[config.mk]
export PLATFORM = sky130hd
export DESIGN_NAME = byte_pack_fifo
export DESIGN_NICKNAME = d
export VERILOG_FILES = /design/src/rtl/byte_pack_fifo.sv
export SDC_FILE = /design/constraint.sdc
export NUM_CORES = 1
export LEC_CHECK = 0
export ABC_AREA = 1
export CAP_MARGIN = 20
export CORE_MARGIN = 1
export CORE_UTILIZATION = 60
export DETAILED_ROUTE_END_ITERATION = 8
export DONT_BUFFER_PORTS = 1
export PLACE_DENSITY = 0.76
export SETUP_SLACK_MARGIN = 0.05
export SYNTH_ARGS = -nofsm -noshare
export SYNTH_HDL_FRONTEND = slang
export SYNTH_SLANG_ARGS = --single-unit
export TNS_END_PERCENT = 5
[constraint.sdc]
create_clock -name i_clk -period 6.1 [get_ports i_clk]
set_input_delay 1.22 -clock i_clk [delete_from_list [all_inputs] [get_ports i_clk]]
set_output_delay 1.22 -clock i_clk [all_outputs]
set_load 0.1 [all_outputs]
[src/rtl/byte_pack_fifo.sv]
// Byte-in / 32-bit-word-out FIFO. Bytes are packed little-endian into an assembly
// register and committed as whole words; flush commits a partial word zero-padded.
module byte_pack_fifo #(
    parameter int depth = 2
) (
    input  logic             i_clk,
    input  logic             i_aclr,
    input  logic             i_wrreq,
    input  logic [7:0]       i_data,
    input  logic             i_flush,
    output logic             o_wrfull,
    output logic [1:0]       o_wrlane,
    input  logic             i_rdreq,
    output logic [31:0]      o_q,
    output logic             o_rdempty,
    output logic [depth:0]   o_rdusedw,
    output logic             o_overflow,
    output logic             o_underflow
);

    localparam int              WORDS   = 1 << depth;
    localparam logic [depth:0]  L_WORDS = {1'b1, {depth{1'b0}}};

    logic [31:0]      r_mem [WORDS];
    logic [depth-1:0] r_wrptr;
    logic [depth-1:0] r_rdptr;
    logic [depth:0]   r_count;
    logic [31:0]      r_asm;
    logic [1:0]       r_lane;
    logic             r_overflow;
    logic             r_underflow;

    logic             w_full;
    logic             w_byte_commit;
    logic             w_flush_commit;
    logic             w_commit;
    logic             w_commit_ok;
    logic             w_pop;
    logic [31:0]      w_asm_merged;

    // Same-cycle byte merged into the assembly word; unwritten upper lanes stay zero
    always_comb begin
        w_asm_merged = r_asm;
        if (i_wrreq) begin
            w_asm_merged[8*r_lane +: 8] = i_data;
        end
    end

    assign w_full         = (r_count == L_WORDS);
    assign w_byte_commit  = i_wrreq && (r_lane == 2'd3);
    assign w_flush_commit = i_flush && !w_byte_commit && ((r_lane != 2'd0) || i_wrreq);
    assign w_commit       = w_byte_commit || w_flush_commit;
    assign w_commit_ok    = w_commit && !w_full;
    assign w_pop          = i_rdreq && (r_count != '0);

    always_ff @(posedge i_clk) begin
        if (w_commit_ok) begin
            r_mem[r_wrptr] <= w_asm_merged;
        end
    end

    always_ff @(posedge i_clk or posedge i_aclr) begin
        if (i_aclr) begin
            r_wrptr     <= '0;
            r_rdptr     <= '0;
            r_count     <= '0;
            r_asm       <= '0;
            r_lane      <= '0;
            r_overflow  <= 1'b0;
            r_underflow <= 1'b0;
        end else begin
            if (w_commit) begin
                if (!w_full) begin
                    r_wrptr <= r_wrptr + 1'b1;
                    r_lane  <= '0;
                    r_asm   <= '0;
                end else begin
                    // Dropped 4th byte leaves the partial word intact; a dropped flush discards it
                    r_overflow <= 1'b1;
                    if (w_flush_commit) begin
                        r_lane <= '0;
                        r_asm  <= '0;
                    end
                end
            end else if (i_wrreq) begin
                r_asm  <= w_asm_merged;
                r_lane <= r_lane + 2'd1;
            end

            if (w_pop) begin
                r_rdptr <= r_rdptr + 1'b1;
            end
            if (i_rdreq && (r_count == '0)) begin
                r_underflow <= 1'b1;
            end

            case ({w_commit_ok, w_pop})
                2'b10:   r_count <= r_count + 1'b1;
                2'b01:   r_count <= r_count - 1'b1;
                default: r_count <= r_count;
            endcase
        end
    end

    assign o_q         = r_mem[r_rdptr];
    assign o_rdempty   = (r_count == '0);
    assign o_rdusedw   = r_count;
    assign o_wrfull    = w_full && (r_lane == 2'd3);
    assign o_wrlane    = r_lane;
    assign o_overflow  = r_overflow;
    assign o_underflow = r_underflow;

endmodule

==> impl_metrics.prom, run 1 <==
# TYPE chip_impl_metric gauge
chip_impl_info{name="layout.cells.most_common_list",value="edfxtp_1, nand2_1, nor2_1, o21ai_0, nand3_1"} 1
chip_impl_metric{name="synth.cell_area",unit="um2"} 7163
chip_impl_metric{name="syn_to_final_growth",unit="%"} 13.31
chip_impl_metric{name="cts_buffers",unit=""} 17
chip_impl_metric{name="max-slew-margin-rel",unit="%"} 24.05
chip_impl_info{name="status",value="finished, violations left"} 1
chip_impl_metric{name="hold_buffers",unit=""} 0
chip_impl_info{name="cts_tree",value="yes"} 1
chip_impl_metric{name="chipWidth",unit="um"} 111.3
chip_impl_metric{name="synthesis.yosys.warnings",unit=""} 0
chip_impl_metric{name="synth_seq_area_share",unit="%"} 68.68
chip_impl_info{name="crit_path_cell_trace",value="inv_2 -> o21ai_0 -> o22ai_2"} 1
chip_impl_metric{name="cts_repair_resize_count",unit=""} 0
chip_impl_metric{name="worst_clock_skew",unit="ns"} 0.009418
chip_impl_metric{name="maxcap_violations",unit=""} 0
chip_impl_metric{name="cp_slowest_stage_delay",unit="ns"} 0.92
chip_impl_metric{name="final_core_utilization",unit="%"} 70.48
chip_impl_info{name="path_class",value="register to output pin"} 1
chip_impl_metric{name="r2r_slack",unit="ns"} 2.48
chip_impl_metric{name="max_slew.worst_pin.slew",unit="ns"} 1.142
chip_impl_metric{name="post-route-drc-count",unit=""} 6
chip_impl_info{name="cp-end-kind",value="output pin"} 1
chip_impl_info{name="clk_root_buffer_cell",value="clkbuf_16"} 1
chip_impl_metric{name="io_pins",unit=""} 54
chip_impl_metric{name="post_cts_buffers",unit=""} 0
chip_impl_metric{name="wl",unit="mm"} 15.90
chip_impl_metric{name="drive_above_1_share",unit="%"} 15.00
chip_impl_metric{name="ant_nets",unit=""} 0
chip_impl_metric{name="cts.sinks",unit=""} 171
chip_impl_metric{name="timing.final.crit_share",unit="%"} 69.70
chip_impl_metric{name="post_route_setup_tns",unit="ns"} 0
chip_impl_metric{name="n_fill_cell",unit=""} 787
chip_impl_metric{name="via_count_of_the_first_global_routing_pass",unit=""} 4820
chip_impl_metric{name="grt_use_met3",unit="%"} 8.092
chip_impl_info{name="layout.cells.most_common",value="edfxtp_1"} 1
chip_impl_metric{name="critPathMaxFanout",unit=""} 64
chip_impl_metric{name="place_ws",unit="ns"} 2.306
chip_impl_metric{name="worstSkewPairLatency",unit="ns"} 0.43
chip_impl_metric{name="worst_slack",unit="ns"} 1.848
chip_impl_metric{name="fp-row-count",unit=""} 39
chip_impl_metric{name="initial_utilization",unit="%"} 62.20
chip_impl_metric{name="fmaxAchievable",unit="MHz"} 235.2
chip_impl_metric{name="via_per_inst",unit=""} 6.206
chip_impl_info{name="failed_checks",value="DRC"} 1
chip_impl_metric{name="grt_pass1_wl",unit="mm"} 25.50
chip_impl_metric{name="final-max-slew-violation-count",unit=""} 0
chip_impl_metric{name="worst_setup_hold_path_clk_slew",unit="ns"} 0.06
chip_impl_metric{name="period_minus_slack",unit="ns"} 4.252
chip_impl_info{name="hold_path_class",value="register to register"} 1
chip_impl_metric{name="aggregate_global_routing_overflow",unit=""} 0
chip_impl_info{name="netlist_top_cells_area",value="edfxtp_1, dfrtp_1, nand2_1"} 1
chip_impl_metric{name="setup-violations-final",unit=""} 0
chip_impl_metric{name="worst_path_required",unit="ns"} 4.88
chip_impl_metric{name="core_area",unit="um2"} 11520
chip_impl_metric{name="detail_route.iter0.violations",unit=""} 557
chip_impl_metric{name="syn-num-nets",unit=""} 652
chip_impl_metric{name="design.final.nets",unit=""} 650
chip_impl_metric{name="ys_seq_elements",unit=""} 171
chip_impl_metric{name="synthDistinctLibCells",unit=""} 27
chip_impl_metric{name="global_placer_s_final_weighted_congestion",unit=""} 0.9314
chip_impl_metric{name="die_y",unit="um"} 111.3
chip_impl_info{name="grt_busiest_layer",value="met2"} 1
chip_impl_metric{name="htree_num_levels",unit=""} 4
chip_impl_metric{name="vias",unit=""} 4859
chip_impl_metric{name="whs",unit="ns"} 0.4915
chip_impl_metric{name="synth_top_area_share",unit="%"} 53.66
chip_impl_metric{name="grt_max_degree",unit=""} 65
chip_impl_info{name="rsz0062_at_grt",value="false"} 1
chip_impl_metric{name="grt.total_usage",unit="%"} 27.56
chip_impl_metric{name="timing.critical_path.arrival",unit="ns"} 3.03
chip_impl_metric{name="hpwlAfterDp",unit="mm"} 9.816
chip_impl_metric{name="synth.avg_cell_area",unit="um2"} 11.39
chip_impl_metric{name="die_area",unit="um2"} 12380
chip_impl_metric{name="grt_util_met2",unit="%"} 43.75
chip_impl_metric{name="drt_pass1_iterations",unit=""} 7
chip_impl_info{name="worst_path_dominant_cell_family",value="compound AO/OA/AOI/OAI gates"} 1
chip_impl_metric{name="timing.critical_path.buf_inv",unit=""} 1
chip_impl_metric{name="number_of_buffers_between_clock_root_and_the_deepest_sink",unit=""} 2
chip_impl_info{name="type_of_element_launching_the_critical_path",value="register"} 1
chip_impl_metric{name="count_of_antenna_diodes_in_the_layout",unit=""} 0
chip_impl_metric{name="postSynthCellCount",unit=""} 629
chip_impl_metric{name="grt_util_met1",unit="%"} 36.50
chip_impl_metric{name="avgRoutedWirePerCell",unit="um"} 20.30
chip_impl_metric{name="antenna_found_initial",unit=""} 0
chip_impl_metric{name="finalHoldViolCount",unit=""} 0
chip_impl_info{name="yosys.area.top_type",value="edfxtp_1"} 1
chip_impl_info{name="cpMaxStageDelayCell",value="o22ai_2"} 1
chip_impl_metric{name="io_port_bufs",unit=""} 0
## per-layer routing
| metal | share of wire [%] | wire [um] |
|---|---|---|
| met2 | 48 | 7683 |
| met1 | 42 | 6621 |
| met4 | 1.8 | 286 |
| met5 | 0 | 0 |
| met3 | 8.2 | 1307 |
## cell type report
type | instances | area, um2 | area share [%]
Timing Repair Buffer | 8 | 60.06 | 0.7399
Multi-Input combinational cell | 390 | 2157 | 26.58
Clock buffer | 17 | 425.4 | 5.241
Clock inverter | 15 | 222.7 | 2.744
Sequential cell | 171 | 4921 | 60.63
Inverter | 39 | 151.4 | 1.865
Tap cell | 143 | 178.9 | 2.204
## cells by family (layout without fill, tap and decap cells)
| group | after synthesis | in the layout | synth area share [%] |
|---|---|---|---|
| adders and majority gates | 10 | 10 | 1.852 |
| DFF | 171 | 171 | 68.68 |
| AOI/OAI and AO/OA | 128 | 128 | 9.747 |
| and+or+nand+nor | 248 | 248 | 15.09 |
| xor gates and xnor gates | 4 | 4 | 0.4892 |
| buffers and inverters | 68 | 79 | 4.140 |
## final timing paths
| check | start | to | cells after the start |
|---|---|---|---|
| setup / recovery | r_rdptr[0] | o_q[18] | 3 |
| hold / removal | r_asm[29] | r_asm[29] | 2 |
| setup reg to reg | o_rdusedw[0] | o_rdusedw[2] | 10 |
| hold reg to reg | r_asm[29] | r_asm[29] | 2 |
| max in group asynchronous | i_aclr | r_rdptr[0] | 2 |
| min in group asynchronous | i_aclr | o_underflow | 2 |
## worst register-to-register path: stages, from the launching register on
cell	delay (ns)
dfrtp_1	0.98
nor2_1	0.19
nand2_1	0.14
inv_1	0.39
nor2_1	0.68
ha_1	0.27
inv_1	0.07
fa_1	0.38
a21oi_1	0.14
o21ai_0	0.11
xor2_1	0.15
## synthesized netlist by cell type, drive strengths merged
| cell type | instances |
|---|---|
| edfxtp | 128 |
| nand2 | 109 |
| o21ai | 85 |
| nor2 | 82 |
| nand3 | 57 |
| dfrtp | 43 |
| inv | 39 |
| o22ai | 38 |
| buf | 15 |
| clkbuf | 14 |
| ha | 9 |
| xor2 | 3 |
| o211ai | 2 |
| o21bai | 2 |
| a21oi | 1 |
| fa | 1 |
| xnor2 | 1 |
## registers in the layout, summed over array words and instances, names as in the netlist
signal       count
o_rdusedw        3
r_rdptr          2
r_asm           32
o_overflow       1
o_wrlane         2
r_wrptr          2
o_underflow      1
r_mem          128
## per-stage QoR
step	instance area, um2	std cells
after floorplan	7163	629
after global placement	7468	751
after detailed placement	7468	751
after CTS	8117	783
after global routing	8117	783
final	8117	783
Power of run 1 is not shown: default switching activity piles up to over one toggle a cycle in this logic, so the estimate is an artifact.
==> run 2: changes to the inputs <==
--- a/config.mk
+++ b/config.mk
@@ -5,7 +5,7 @@
 export SDC_FILE = /design/constraint.sdc
 export NUM_CORES = 1
 export LEC_CHECK = 0
-export ABC_AREA = 1
+export ABC_AREA = 0
 export CAP_MARGIN = 20
 export CORE_MARGIN = 1
 export CORE_UTILIZATION = 60
==> constraint.sdc (replaced) <==
create_clock -name i_clk -period 4.11 [get_ports i_clk]
set_input_delay 0.822 -clock i_clk [delete_from_list [all_inputs] [get_ports i_clk]]
set_output_delay 0.822 -clock i_clk [all_outputs]
set_load 0.1 [all_outputs]
==> run 2 against run 1 <==
Against the previous run: the run now ends clean; core utilization decreased by 0.31 points; global-route usage shrank 3.5 points; routed wire length decreased by 21%; cell count decreased by 34%; count of clock-buffer cells in the layout increased by 3; worst setup slack got worse by 0.88 ns; synthesized area is 5.1% lower; clock skew up 0.0023 ns; register-to-register slack got worse by 1.3 ns; first-iteration DRC count fell by 54%; die area shrank 5.0%; largest cell class unchanged; highest routed layer unchanged.
==> impl_metrics.prom, run 2 <==
# TYPE chip_impl_metric gauge
chip_impl_metric{name="final-max-slew-violation-count",unit=""} 0
chip_impl_metric{name="grt.total_usage",unit="%"} 24.04
chip_impl_metric{name="core_area",unit="um2"} 10940
chip_impl_metric{name="synthDistinctLibCells",unit=""} 40
chip_impl_info{name="cts_tree",value="yes"} 1
chip_impl_metric{name="htree_num_levels",unit=""} 4
chip_impl_info{name="status",value="finished clean"} 1
chip_impl_metric{name="die_y",unit="um"} 108.4
chip_impl_metric{name="synth.cell_area",unit="um2"} 6798
chip_impl_metric{name="ant_nets",unit=""} 0
chip_impl_metric{name="drt_pass1_iterations",unit=""} 5
chip_impl_metric{name="postSynthCellCount",unit=""} 347
chip_impl_metric{name="maxcap_violations",unit=""} 0
chip_impl_metric{name="timing.final.crit_share",unit="%"} 76.40
chip_impl_metric{name="worst_setup_hold_path_clk_slew",unit="ns"} 0.07
chip_impl_metric{name="via_count_of_the_first_global_routing_pass",unit=""} 3571
chip_impl_metric{name="hold_buffers",unit=""} 0
chip_impl_metric{name="finalHoldViolCount",unit=""} 0
chip_impl_metric{name="hpwlAfterDp",unit="mm"} 7.853
chip_impl_metric{name="grt_pass1_wl",unit="mm"} 19.77
chip_impl_metric{name="post_cts_buffers",unit=""} 0
chip_impl_metric{name="critPathMaxFanout",unit=""} 19
chip_impl_info{name="netlist_top_cells_area",value="edfxtp_1, dfrtp_1, mux4_2"} 1
chip_impl_metric{name="initial_utilization",unit="%"} 62.16
chip_impl_metric{name="number_of_buffers_between_clock_root_and_the_deepest_sink",unit=""} 2
chip_impl_metric{name="detail_route.iter0.violations",unit=""} 254
chip_impl_metric{name="ys_seq_elements",unit=""} 171
chip_impl_info{name="synth_top_flop_cell",value="edfxtp_1"} 1
chip_impl_metric{name="number_of_flip_flops_under_the_largest_register_name",unit=""} 128
chip_impl_metric{name="max-slew-margin-rel",unit="%"} 31.01
chip_impl_metric{name="post-route-drc-count",unit=""} 0
chip_impl_metric{name="wl",unit="mm"} 12.55
chip_impl_metric{name="drive_above_1_share",unit="%"} 24.74
chip_impl_info{name="rsz0062_at_grt",value="false"} 1
chip_impl_metric{name="cts_repair_resize_count",unit=""} 0
chip_impl_metric{name="vias",unit=""} 3374
chip_impl_metric{name="period_minus_slack",unit="ns"} 3.140
chip_impl_metric{name="global_placer_s_final_weighted_congestion",unit=""} 0.8003
chip_impl_metric{name="syn-num-nets",unit=""} 370
chip_impl_metric{name="count_of_antenna_diodes_in_the_layout",unit=""} 0
chip_impl_metric{name="via_per_inst",unit=""} 6.488
chip_impl_info{name="type_of_element_launching_the_critical_path",value="register"} 1
chip_impl_info{name="register_with_the_most_flip_flops",value="r_mem"} 1
chip_impl_metric{name="timing.critical_path.arrival",unit="ns"} 2.32
chip_impl_metric{name="io_pins",unit=""} 54
chip_impl_metric{name="post_route_setup_tns",unit="ns"} 0
chip_impl_info{name="clk_root_buffer_cell",value="clkbuf_16"} 1
chip_impl_metric{name="grt_max_degree",unit=""} 33
chip_impl_metric{name="io_port_bufs",unit=""} 0
chip_impl_metric{name="placed_area",unit="um2"} 7063
chip_impl_metric{name="chipWidth",unit="um"} 108.4
chip_impl_metric{name="fp-row-count",unit=""} 38
chip_impl_info{name="yosys.area.top_type",value="edfxtp_1"} 1
chip_impl_info{name="cp-end-kind",value="output pin"} 1
chip_impl_metric{name="avgRoutedWirePerCell",unit="um"} 24.14
chip_impl_metric{name="synth.avg_cell_area",unit="um2"} 19.59
chip_impl_metric{name="whs",unit="ns"} 0.2398
chip_impl_metric{name="antenna_found_initial",unit=""} 0
chip_impl_metric{name="worstSkewPairLatency",unit="ns"} 0.42
chip_impl_metric{name="syn_to_final_growth",unit="%"} 12.88
chip_impl_metric{name="worst_path_required",unit="ns"} 3.29
chip_impl_info{name="hold_path_class",value="input pin to async pin"} 1
chip_impl_metric{name="max_slew.worst_pin.slew",unit="ns"} 1.035
chip_impl_info{name="synth.top_cells.by_count",value="edfxtp_1, a22o_1, dfrtp_1"} 1
chip_impl_metric{name="cts_buffers",unit=""} 17
chip_impl_metric{name="synth_seq_area_share",unit="%"} 72.37
chip_impl_metric{name="design.final.nets",unit=""} 390
chip_impl_metric{name="synth_enable_flop_cells",unit=""} 128
chip_impl_info{name="layout.cells.most_common",value="edfxtp_1"} 1
chip_impl_info{name="layout.cells.most_common_list",value="edfxtp_1, a22o_1, dfrtp_1, mux4_2, clkbuf_16"} 1
chip_impl_metric{name="aggregate_global_routing_overflow",unit=""} 0
chip_impl_info{name="synth.most_common_cell",value="edfxtp_1"} 1
chip_impl_metric{name="synthesis.yosys.warnings",unit=""} 0
chip_impl_metric{name="worst_clock_skew",unit="ns"} 0.01167
chip_impl_metric{name="synth_top_area_share",unit="%"} 56.54
chip_impl_metric{name="cts.sinks",unit=""} 171
chip_impl_metric{name="setup-violations-final",unit=""} 0
chip_impl_metric{name="postSynth.asyncResetShare",unit="%"} 25.15
chip_impl_info{name="path_class",value="register to output pin"} 1
chip_impl_metric{name="fmaxAchievable",unit="MHz"} 318.5
chip_impl_metric{name="stdcell_area",unit="um2"} 7674
chip_impl_metric{name="die_area",unit="um2"} 11760
## run 2: final cells by class
cell class                      count  area, um2
Sequential cell                   171       4921
Fill cell                         676       3262
Multi-Input combinational cell    153       1784
Clock buffer                       20      446.7
Tap cell                          140      175.2
Clock inverter                     12      163.9
Timing Repair Buffer               12      135.1
Inverter                           12      47.55
## run 2: worst paths after layout
kind | from | endpoint | slack, ns | cells past startpoint
setup reg to reg | o_rdusedw[1] | o_rdusedw[2] | 1.15 | 10
hold reg to reg | r_asm[25] | r_asm[25] | 0.49 | 1
setup / recovery | r_rdptr[0] | o_q[28] | 0.97 | 2
max in group asynchronous | i_aclr | r_rdptr[0] | 3.30 | 2
hold / removal | i_aclr | o_rdusedw[1] | 0.24 | 1
min in group i_clk | r_asm[25] | r_asm[25] | 0.49 | 1
## run 2: cell families after synthesis
kind of cell	count (synthesis)	synth area share, %
multiplexers	34	10.91
AO/OA/AOI/OAI	67	8.411
adder cells (fa/ha/maj)	10	1.951
AND/OR/NAND/NOR	36	4.031
buffers and inverters	23	1.546
flip-flops	171	72.37
XOR/XNOR	6	0.7732
## run 2: critical path, cell delays in order, from the launching register on
cell and delay [ns]:
dfrtp_2 0.80, buf_12 0.27, mux4_2 0.81
## run 2: metal layers
metal | vias to the layer above | part of all wire [%] | GRT usage [%]
met1 | 1763 | 41 | 31.97
met3 | 19 | 7.5 | 7.414
met4 | 0 | 1.7 | 10.52
li1 | 1460 | - | -
met5 | - | 0 | 0
met2 | 132 | 49 | 36.98
## run 2: per-stage QoR
| stage | cells | utilization, % | setup slack (ns) |
|---|---|---|---|
| CTS | 520 | 70.17 | 0.9043 |
| finish | 520 | 70.17 | 0.9701 |
| detailed placement | 488 | 64.59 | 1.153 |
| floorplan | 347 | - | 0.6928 |
| global route | 520 | 70.17 | 0.8402 |
| global placement | 487 | 64.34 | 1.273 |
Power of run 2 is left out for the same reason.
==> run 3: changes to the inputs <==
--- a/config.mk
+++ b/config.mk
@@ -8,10 +8,10 @@
 export ABC_AREA = 0
 export CAP_MARGIN = 20
 export CORE_MARGIN = 1
-export CORE_UTILIZATION = 60
+export CORE_UTILIZATION = 57
 export DETAILED_ROUTE_END_ITERATION = 8
 export DONT_BUFFER_PORTS = 1
-export PLACE_DENSITY = 0.76
+export PLACE_DENSITY = 0.75
 export SETUP_SLACK_MARGIN = 0.05
 export SYNTH_ARGS = -nofsm -noshare
 export SYNTH_HDL_FRONTEND = slang
==> constraint.sdc (replaced) <==
create_clock -name i_clk -period 2.8 [get_ports i_clk]
set_input_delay 0.56 -clock i_clk [delete_from_list [all_inputs] [get_ports i_clk]]
set_output_delay 0.56 -clock i_clk [all_outputs]
set_load 0.1 [all_outputs]
==> run 3 against run 2 <==
Against the previous run: the flow now finishes with violations (DRC); non-clock buffer count increased by 39; cell area increased by 9.0%; critical path depth increased by 1; clock skew decreased by 0.0024 ns; register-to-register slack got worse by 0.70 ns; worst setup slack got worse by 0.69 ns; routed wire length increased by 4.5%; sequential cell count unchanged; sequential share of layout area decreased by 5.2 points; critical path type unchanged; critical endpoint is now o_q[14]; largest cell class unchanged; highest routed layer unchanged.
==> impl_metrics.prom, run 3 (same netlist as run 2, synthesis figures left out) <==
# TYPE chip_impl_metric gauge
chip_impl_metric{name="via_count_of_the_first_global_routing_pass",unit=""} 3848
chip_impl_metric{name="n_fill_cell",unit=""} 654
chip_impl_metric{name="antenna_found_initial",unit=""} 0
chip_impl_metric{name="vias",unit=""} 3523
chip_impl_metric{name="drive_above_1_share",unit="%"} 33.65
chip_impl_metric{name="drt_pass1_iterations",unit=""} 7
chip_impl_metric{name="detail_route.iter0.violations",unit=""} 333
chip_impl_metric{name="hpwlAfterDp",unit="mm"} 7.680
chip_impl_info{name="type_of_element_launching_the_critical_path",value="register"} 1
chip_impl_metric{name="timing.final.crit_share",unit="%"} 90.04
chip_impl_metric{name="die_area",unit="um2"} 12370
chip_impl_metric{name="count_of_antenna_diodes_in_the_layout",unit=""} 0
chip_impl_info{name="register_with_the_most_flip_flops",value="r_mem"} 1
chip_impl_metric{name="cts.sinks",unit=""} 171
chip_impl_metric{name="io_port_bufs",unit=""} 0
chip_impl_metric{name="syn_to_final_growth",unit="%"} 23.04
chip_impl_metric{name="wl",unit="mm"} 13.13
chip_impl_metric{name="grt_pass1_wl",unit="mm"} 21.22
chip_impl_metric{name="worst_setup_hold_path_clk_slew",unit="ns"} 0.06
chip_impl_metric{name="grt_max_degree",unit=""} 44
chip_impl_metric{name="setup-violations-final",unit=""} 0
chip_impl_info{name="cts_tree",value="yes"} 1
chip_impl_metric{name="post-route-drc-count",unit=""} 12
chip_impl_metric{name="final-seq-area",unit="um2"} 4927
chip_impl_metric{name="chipWidth",unit="um"} 111.2
chip_impl_info{name="hold_path_class",value="input pin to async pin"} 1
chip_impl_metric{name="area_taken_by_multi_input_logic_gates",unit="um2"} 1789
chip_impl_metric{name="max-slew-margin-rel",unit="%"} 40.10
chip_impl_metric{name="aggregate_global_routing_overflow",unit=""} 0
chip_impl_metric{name="via_per_inst",unit=""} 6.269
chip_impl_metric{name="cts_buffers",unit=""} 17
chip_impl_metric{name="io_pins",unit=""} 54
chip_impl_metric{name="period_minus_slack",unit="ns"} 2.521
chip_impl_info{name="path_class",value="register to output pin"} 1
chip_impl_metric{name="number_of_flip_flops_under_the_largest_register_name",unit=""} 128
chip_impl_metric{name="hold_buffers",unit=""} 0
chip_impl_metric{name="maxcap_violations",unit=""} 0
chip_impl_metric{name="worst_path_required",unit="ns"} 2.24
chip_impl_info{name="cp-end-kind",value="output pin"} 1
chip_impl_metric{name="post_cts_buffers",unit=""} 0
chip_impl_metric{name="number_of_buffers_between_clock_root_and_the_deepest_sink",unit=""} 2
chip_impl_info{name="failed_checks",value="DRC"} 1
chip_impl_metric{name="final_cell_count_no_fill",unit=""} 562
chip_impl_metric{name="ant_nets",unit=""} 0
chip_impl_metric{name="final-max-slew-violation-count",unit=""} 0
chip_impl_metric{name="dpl.cell_count",unit=""} 530
chip_impl_metric{name="core_area",unit="um2"} 11520
chip_impl_metric{name="htree_num_levels",unit=""} 4
chip_impl_metric{name="whs",unit="ns"} 0.1597
chip_impl_metric{name="global_placer_s_final_weighted_congestion",unit=""} 0.8553
chip_impl_metric{name="avgRoutedWirePerCell",unit="um"} 23.35
chip_impl_metric{name="design.final.nets",unit=""} 429
chip_impl_metric{name="die_y",unit="um"} 111.2
chip_impl_metric{name="fp-row-count",unit=""} 39
chip_impl_metric{name="timing.critical_path.arrival",unit="ns"} 1.96
chip_impl_metric{name="finalHoldViolCount",unit=""} 0
chip_impl_info{name="layout.cells.most_common_list",value="edfxtp_1, a22o_1, dfrtp_1, buf_12, mux4_2"} 1
chip_impl_metric{name="critPathMaxFanout",unit=""} 20
chip_impl_metric{name="initial_utilization",unit="%"} 59.03
chip_impl_metric{name="cts_repair_resize_count",unit=""} 0
chip_impl_metric{name="post_route_setup_tns",unit="ns"} 0
chip_impl_info{name="layout.cells.most_common",value="edfxtp_1"} 1
chip_impl_info{name="rsz0062_at_grt",value="false"} 1
chip_impl_info{name="status",value="finished, violations left"} 1
chip_impl_metric{name="grt.total_usage",unit="%"} 23.44
chip_impl_metric{name="worstSkewPairLatency",unit="ns"} 0.42
chip_impl_metric{name="worst_clock_skew",unit="ns"} 0.009227
chip_impl_metric{name="max_slew.worst_pin.slew",unit="ns"} 0.8985
chip_impl_metric{name="fmaxAchievable",unit="MHz"} 396.6
chip_impl_info{name="clk_root_buffer_cell",value="clkbuf_16"} 1
[run 3: cell count changes in the layout (fill, tap and decap cells not counted), sizes merged]
cell / change
buf: +39
bufinv: -1
clkbuf: +2
clkinv: +3
clkinvlp: -1
inv: -3
[run 3: cell type report]
class | instances | area share [%]
Tap cell | 143 | 2.139
Multi-Input combinational cell | 153 | 21.39
Inverter | 12 | 0.5684
Sequential cell | 171 | 58.91
Clock buffer | 22 | 5.684
Timing Repair Buffer | 51 | 9.963
Clock inverter | 10 | 1.346
[run 3: path summary, 6_finish.rpt]
| check | from | endpoint | slack (ns) | depth (start not counted) |
|---|---|---|---|---|
| worst min register to register | r_asm[24] | r_asm[24] | 0.50 | 1 |
| min in group i_clk | i_rdreq | o_underflow | 0.26 | 1 |
| worst max register to register | o_wrlane[0] | r_asm[4] | 0.45 | 8 |
| worst min-delay path | i_aclr | o_rdusedw[0] | 0.16 | 2 |
| worst max-delay path | r_rdptr[0] | o_q[14] | 0.28 | 3 |
| max in group asynchronous | i_aclr | r_rdptr[0] | 2.24 | 2 |
[run 3: per-layer routing]
layer  vias to the layer above  part of all wire (%)  global-route usage (%)
li1                       1534                     -                       -
met5                         -                     0                       0
met4                         0                   2.1                   10.18
met2                       138                    51                   38.63
met3                        26                   6.4                   6.342
met1                      1825                    40                   29.43
[run 3: worst max-delay path, stage by stage (launching register included)]
cell and delay, ns:
dfrtp_2 0.37, buf_4 0.37, mux4_2 0.61, buf_12 0.19
[run 3: through the flow]
step           util, %  setup WS (ns)  cell area [um2]
6_report         72.63         0.2789             8364
2_1_floorplan        -         0.1186             6820
5_1_grt          72.63         0.1719             8364
3_5_place_dp     67.53         0.5636             7776
4_1_cts          72.63         0.2335             8364
3_3_place_gp     67.53         0.6192             7776
Power of run 3 is left out for the same reason.
